==> config.mk <==
export PLATFORM = sky130hd
export DESIGN_NAME = id_ex_stage
export DESIGN_NICKNAME = d
export VERILOG_FILES = /design/src/rtl/id_ex_stage.sv
export SDC_FILE = /design/constraint.sdc
export NUM_CORES = 1
export LEC_CHECK = 0
export ABC_AREA = 0
export CAP_MARGIN = 20
export CORE_ASPECT_RATIO = 2
export CORE_UTILIZATION = 40
export DETAILED_ROUTE_END_ITERATION = 8
export PLACE_DENSITY = 0.91
export SYNTH_ARGS = -nofsm -noshare
export SYNTH_HDL_FRONTEND = slang
export SYNTH_SLANG_ARGS = --single-unit
==> constraint.sdc <==
create_clock -name clk_i -period 2.95 [get_ports clk_i]
set_input_delay 0.295 -clock clk_i [delete_from_list [all_inputs] [get_ports clk_i]]
set_output_delay 0.295 -clock clk_i [all_outputs]
set_load 0.005 [all_outputs]
==> src/rtl/id_ex_stage.sv <==
// id_ex_stage: single-entry ID/EX pipeline register with RV32 ALU decode.
//
// Ports:
//   clk_i, rst_n              clock, async active-low reset
//   in_valid / in_ready       upstream handshake
//   instr_i                   RV32 instruction word
//   rs1_data_i, rs2_data_i    register-file read data for instr_i
//   flush_i                   drop held instruction and this cycle's input
//   out_ready / out_valid     downstream handshake
//   rs1_data, mux_o           ALU operands (rs1, rs2-or-immediate)
//   AluControl                ALU op code
//   rd_addr, reg_write        destination register and write enable
//   illegal                   undecodable-instruction flag
//   alu_result_i              forwarded ALU result (ID_EX_FORWARD_EN only)
//
// Optional feature macro: ID_EX_FORWARD_EN adds EX->ID operand forwarding.

module id_ex_stage #(
    parameter int         DW          = 32,
    parameter logic [2:0] BUBBLE_CTRL = 3'b000
) (
    input  logic          clk_i,
    input  logic          rst_n,
    input  logic          in_valid,
    output logic          in_ready,
    input  logic [31:0]   instr_i,
    input  logic [DW-1:0] rs1_data_i,
    input  logic [DW-1:0] rs2_data_i,
    input  logic          flush_i,
`ifdef ID_EX_FORWARD_EN
    input  logic [DW-1:0] alu_result_i,
`endif
    input  logic          out_ready,
    output logic          out_valid,
    output logic [DW-1:0] rs1_data,
    output logic [DW-1:0] mux_o,
    output logic [2:0]    AluControl,
    output logic [4:0]    rd_addr,
    output logic          reg_write,
    output logic          illegal
);

    localparam logic [2:0] ALU_ADD   = 3'b000;
    localparam logic [2:0] ALU_SUB   = 3'b001;
    localparam logic [2:0] ALU_MUL   = 3'b010;
    localparam logic [2:0] ALU_AND   = 3'b011;
    localparam logic [2:0] ALU_XOR   = 3'b100;
    localparam logic [2:0] ALU_SL    = 3'b101;
    localparam logic [2:0] ALU_SR    = 3'b110;
    localparam logic [2:0] ALU_WRONG = 3'b111;

    localparam logic [6:0] OP_R = 7'b0110011;
    localparam logic [6:0] OP_I = 7'b0010011;

    localparam logic [6:0] F7_BASE = 7'b0000000;
    localparam logic [6:0] F7_ALT  = 7'b0100000;
    localparam logic [6:0] F7_MUL  = 7'b0000001;

    typedef enum logic [1:0] {
        SRC_RS2,
        SRC_SIMM,
        SRC_SHAMT
    } src_e;

    // Registered state
    logic          r_valid;
    logic [2:0]    r_ctrl;
    logic [DW-1:0] r_rs1;
    logic [DW-1:0] r_mux;
    logic [4:0]    r_rd;
    logic          r_we;
    logic          r_ill;

    // Decode fields
    logic [6:0]    w_opcode;
    logic [2:0]    w_f3;
    logic [6:0]    w_f7;
    logic          w_is_r;

    // Decode results
    logic [2:0]    w_ctrl;
    logic          w_ill;
    src_e          w_src;

    // Operand path
    logic [DW-1:0] w_op_a;
    logic [DW-1:0] w_rs2;
    logic [DW-1:0] w_simm;
    logic [DW-1:0] w_shamt;
    logic [DW-1:0] w_op_b;

    // Handshake
    logic          w_in_ready;
    logic          w_xfer;
    logic          w_drain;

    assign w_opcode = instr_i[6:0];
    assign w_f3     = instr_i[14:12];
    assign w_f7     = instr_i[31:25];
    assign w_is_r   = (w_opcode == OP_R);

    assign w_in_ready = !r_valid || out_ready;
    assign w_xfer     = in_valid && w_in_ready && !flush_i;
    assign w_drain    = r_valid && out_ready;

    always_comb begin
        w_ctrl = ALU_WRONG;
        w_ill  = 1'b1;
        w_src  = SRC_RS2;
        unique case (w_opcode)
            OP_R: begin
                unique case ({w_f7, w_f3})
                    {F7_BASE, 3'b000}: begin
                        w_ctrl = ALU_ADD;
                        w_ill  = 1'b0;
                    end
                    {F7_ALT, 3'b000}: begin
                        w_ctrl = ALU_SUB;
                        w_ill  = 1'b0;
                    end
                    {F7_MUL, 3'b000}: begin
                        w_ctrl = ALU_MUL;
                        w_ill  = 1'b0;
                    end
                    {F7_BASE, 3'b111}: begin
                        w_ctrl = ALU_AND;
                        w_ill  = 1'b0;
                    end
                    {F7_BASE, 3'b100}: begin
                        w_ctrl = ALU_XOR;
                        w_ill  = 1'b0;
                    end
                    {F7_BASE, 3'b001}: begin
                        w_ctrl = ALU_SL;
                        w_ill  = 1'b0;
                    end
                    {F7_ALT, 3'b101}: begin
                        w_ctrl = ALU_SR;
                        w_ill  = 1'b0;
                    end
                    default: ;
                endcase
            end
            OP_I: begin
                unique case (w_f3)
                    3'b000: begin
                        w_ctrl = ALU_ADD;
                        w_ill  = 1'b0;
                        w_src  = SRC_SIMM;
                    end
                    3'b111: begin
                        w_ctrl = ALU_AND;
                        w_ill  = 1'b0;
                        w_src  = SRC_SIMM;
                    end
                    3'b100: begin
                        w_ctrl = ALU_XOR;
                        w_ill  = 1'b0;
                        w_src  = SRC_SIMM;
                    end
                    3'b001: begin
                        if (w_f7 == F7_BASE) begin
                            w_ctrl = ALU_SL;
                            w_ill  = 1'b0;
                            w_src  = SRC_SHAMT;
                        end
                    end
                    3'b101: begin
                        // Only the arithmetic right shift encoding is legal
                        if (w_f7 == F7_ALT) begin
                            w_ctrl = ALU_SR;
                            w_ill  = 1'b0;
                            w_src  = SRC_SHAMT;
                        end
                    end
                    default: ;
                endcase
            end
            default: ;
        endcase
    end

`ifdef ID_EX_FORWARD_EN
    // The held instruction's result is only on alu_result_i in the
    // cycle it is consumed, so forwarding is gated by the drain.
    logic w_fwd;
    assign w_fwd  = w_drain && r_we && (r_rd != 5'd0);
    assign w_op_a = (w_fwd && (instr_i[19:15] == r_rd))
                  ? alu_result_i : rs1_data_i;
    assign w_rs2  = (w_fwd && w_is_r && (instr_i[24:20] == r_rd))
                  ? alu_result_i : rs2_data_i;
`else
    logic w_unused_fwd;
    assign w_unused_fwd = ^{instr_i[19:15], w_is_r};
    assign w_op_a = rs1_data_i;
    assign w_rs2  = rs2_data_i;
`endif

    assign w_simm  = {{(DW-12){instr_i[31]}}, instr_i[31:20]};
    assign w_shamt = {{(DW-5){1'b0}}, instr_i[24:20]};

    always_comb begin
        w_op_b = w_rs2;
        unique case (w_src)
            SRC_SIMM:  w_op_b = w_simm;
            SRC_SHAMT: w_op_b = w_shamt;
            default:   w_op_b = w_rs2;
        endcase
    end

    always_ff @(posedge clk_i or negedge rst_n) begin
        if (!rst_n) begin
            r_valid <= 1'b0;
            r_ctrl  <= BUBBLE_CTRL;
            r_rs1   <= '0;
            r_mux   <= '0;
            r_rd    <= 5'd0;
            r_we    <= 1'b0;
            r_ill   <= 1'b0;
        end else if (flush_i) begin
            r_valid <= 1'b0;
            r_ctrl  <= BUBBLE_CTRL;
            r_we    <= 1'b0;
            r_ill   <= 1'b0;
        end else if (w_xfer) begin
            r_valid <= 1'b1;
            r_ctrl  <= w_ctrl;
            r_rs1   <= w_op_a;
            r_mux   <= w_op_b;
            r_rd    <= instr_i[11:7];
            r_we    <= !w_ill;
            r_ill   <= w_ill;
        end else if (w_drain) begin
            // Emptying: present a bubble so the ALU sees no write
            r_valid <= 1'b0;
            r_ctrl  <= BUBBLE_CTRL;
            r_we    <= 1'b0;
            r_ill   <= 1'b0;
        end
    end

    assign in_ready   = w_in_ready;
    assign out_valid  = r_valid;
    assign rs1_data   = r_rs1;
    assign mux_o      = r_mux;
    assign AluControl = r_ctrl;
    assign rd_addr    = r_rd;
    assign reg_write  = r_we;
    assign illegal    = r_ill;

endmodule
==> reports/qor.yml <==
numCtsBuffers: 9
post-route-period-util: 0.949
p_leak_nw: 2.49
h-tree-depth: 3
antenna_cells: 0
path_clk_slew_ns: 0.06
die-area_um2: 8840
async_reset_ff_frac: 1.00
fin_nets: 676
dp_hpwl_um: 7880
critPathLaunchType: "primary input"
drcViolationCount: 0
cp.required_ns: 3.15
setup-violations-final: 0
avgSynthCellArea_um2: 8.51
io_pins: 177
worst_pin_slew_ns: 0.929
cts_tree: "done"
clock-root-buffer: "clkbuf_16"
clock_latency_ns: 0.33
cap_violations: 0
path_max_fanout: 14
syn-num-nets: 500
relSlewSlack: 0.381
cts.sinks: 75
hold-worst-slack_ns: 0.0934
fmax_ghz: 0.357
clk_path_buf_depth: 2
routed_wl_um: 10300
drtAntennaViolNets: 0
dpl.cell_count: 660
drt_pre_antenna_iters: 7
fp.dieW_um: 67.0
rsz0062_at_grt: "false"
grt_pass1_vias: 3488
wl_per_cell_um: 15.3
crit_type: "in2reg"
post_route_cells_drive_above_1_share: 0.0763
slew_violations: 0
min_period_ns: 2.80
final_design_area_no_fill_um2: 5630
die_h_um: 132
synth_edf_count: 0
grt_overflow: 0
grt_use_total: 0.245
end_kind: "flop"
synth_warnings: 0
grt_pass1_wl_um: 16200
gp_congestion: 0.839
layout.cells.non_filler: 675
peakVddDrop_v: 0.000346
first_iter_violations: 202
p_per_area_nw_per_um2: 552
initial_core_util: 0.410
most-common-layout-cells: "clkdlybuf4s50_1, nand2_1, dfrtp_1, a21oi_1, nor2_1"
status: "finished clean"
rrSetupSlack_ns: 1.31
core-area_um2: 8230
finClkSkew_ns: 0.00446
synth.distinct_cells: 41
hold_viol: 0
grt_antenna_before_repair: 0
arrival_ns: 3.00
synth-main-ff-cell: "dfrtp_1"
ys_seq_elements: 75
layout_commonest_cell: "clkdlybuf4s50_1"
placed_area_um2: 5310
syn_inst: 397
num_vias: 3505
io_buffers: 171
num_rows: 47
via_per_inst: 5.19
areaGrowthSynthToFinish_pct: 66.6
grt_max_degree: 76
syn_area_um2: 3380
synth_seq_area_share: 0.556
hold_class: "in2async"
fin_util: 0.683
## sequential cells by signal (all words and copies together) (netlist names)
| name | count |
|---|---|
| mux_o | 32 |
| reg_write | 1 |
| out_valid | 1 |
| rs1_data | 32 |
| rd_addr | 5 |
| AluControl | 3 |
| illegal | 1 |
## cells by family after synthesis
group / count (synthesis) / synth area share
AO/OA/AOI/OAI: 81 / 0.141
XOR/XNOR: 3 / 0.00778
adder cells (fa/ha/maj): 3 / 0.0104
buffers and inverters: 31 / 0.0352
flip-flops: 75 / 0.556
AND/OR/NAND/NOR: 204 / 0.250
## routing by layer
metal | up-vias | track usage | part of all wire
met3 | 38 | 0.0666 | 0.062
li1 | 1662 | - | -
met5 | - | 0 | 0
met2 | 148 | 0.435 | 0.55
met1 | 1657 | 0.240 | 0.34
met4 | 0 | 0.145 | 0.050
## power by group
part	switching [mW]	total [mW]	internal (mW)	leakage, nW
Clock	0.391	1.15	0.760	0.150
Sequential	0.0784	1.25	1.17	0.925
Combinational	0.262	0.704	0.441	1.41
## layout make-up
| class | count | area (µm²) |
|---|---|---|
| clock buffer | 13 | 250 |
| clock inverter | 2 | 60.1 |
| fill | 640 | 2610 |
| inverter | 3 | 11.3 |
| multi-input combinational | 291 | 1390 |
| sequential | 75 | 1880 |
| tap | 98 | 123 |
| timing repair buffer | 193 | 1920 |
## cell usage after synthesis (all sizes together), types with 3 or more instances
library cell  instances  area share
o21a                  3      0.0067
a21oi                31       0.046
nor3                  6      0.0089
clkbuf               21       0.023
nand3                 3      0.0044
a221oi                5       0.013
buf                   7      0.0085
o21ai                31       0.046
xnor2                 3      0.0078
or3                   3      0.0070
dfrtp                75        0.56
or4                   3      0.0089
nor2                 26       0.029
inv                   3      0.0033
nand2               151        0.17
## timing repair
action | 4_1_cts | 5_1_grt
setup buffers | 0 | 0
hold buffers | 0 | 0
resized for setup | 0 | 3
setup endpoints to repair | 0 | 3
endpoints found under the hold margin | 0 | 0
## per-stage QoR
step / setup WS, ns / setup TNS (ns) / power [mW]
after floorplan: 0.113 / 0 / 1.46
after global placement: -0.175 / -4.60 / 1.94
after global routing: 0.00505 / 0 / 3.26
after detailed placement: -0.217 / -5.60 / 1.98
final: 0.152 / 0 / 3.11
after CTS: 0.136 / 0 / 3.14
## worst paths after layout
path                                     startpoint                       end  cells after the start
max                                     instr_i[26]     mux_o[29]$_DFFE_PN0P_                      9
min                                           rst_n  rs1_data[27]$_DFFE_PN0P_                      1
max reg2reg                   out_valid$_DFFE_PN0P_      mux_o[1]$_DFFE_PN0P_                      5
min reg2reg                rs1_data[11]$_DFFE_PN0P_  rs1_data[11]$_DFFE_PN0P_                      2
max in group asynchronous                     rst_n  rs1_data[23]$_DFFE_PN0P_                      1
min in group clk_i         rs1_data[11]$_DFFE_PN0P_  rs1_data[11]$_DFFE_PN0P_                      2
## worst max-delay path: stages
cell and delay [ns]:
clkdlybuf4s50_1 0.42, or4_4 0.57, or4_4 0.43, or3_1 0.38, ha_1 0.36, buf_6 0.18
buf_12 0.14, a21oi_1 0.12, o21ai_0 0.10
Note: power is estimated with default switching activity, not from simulation.
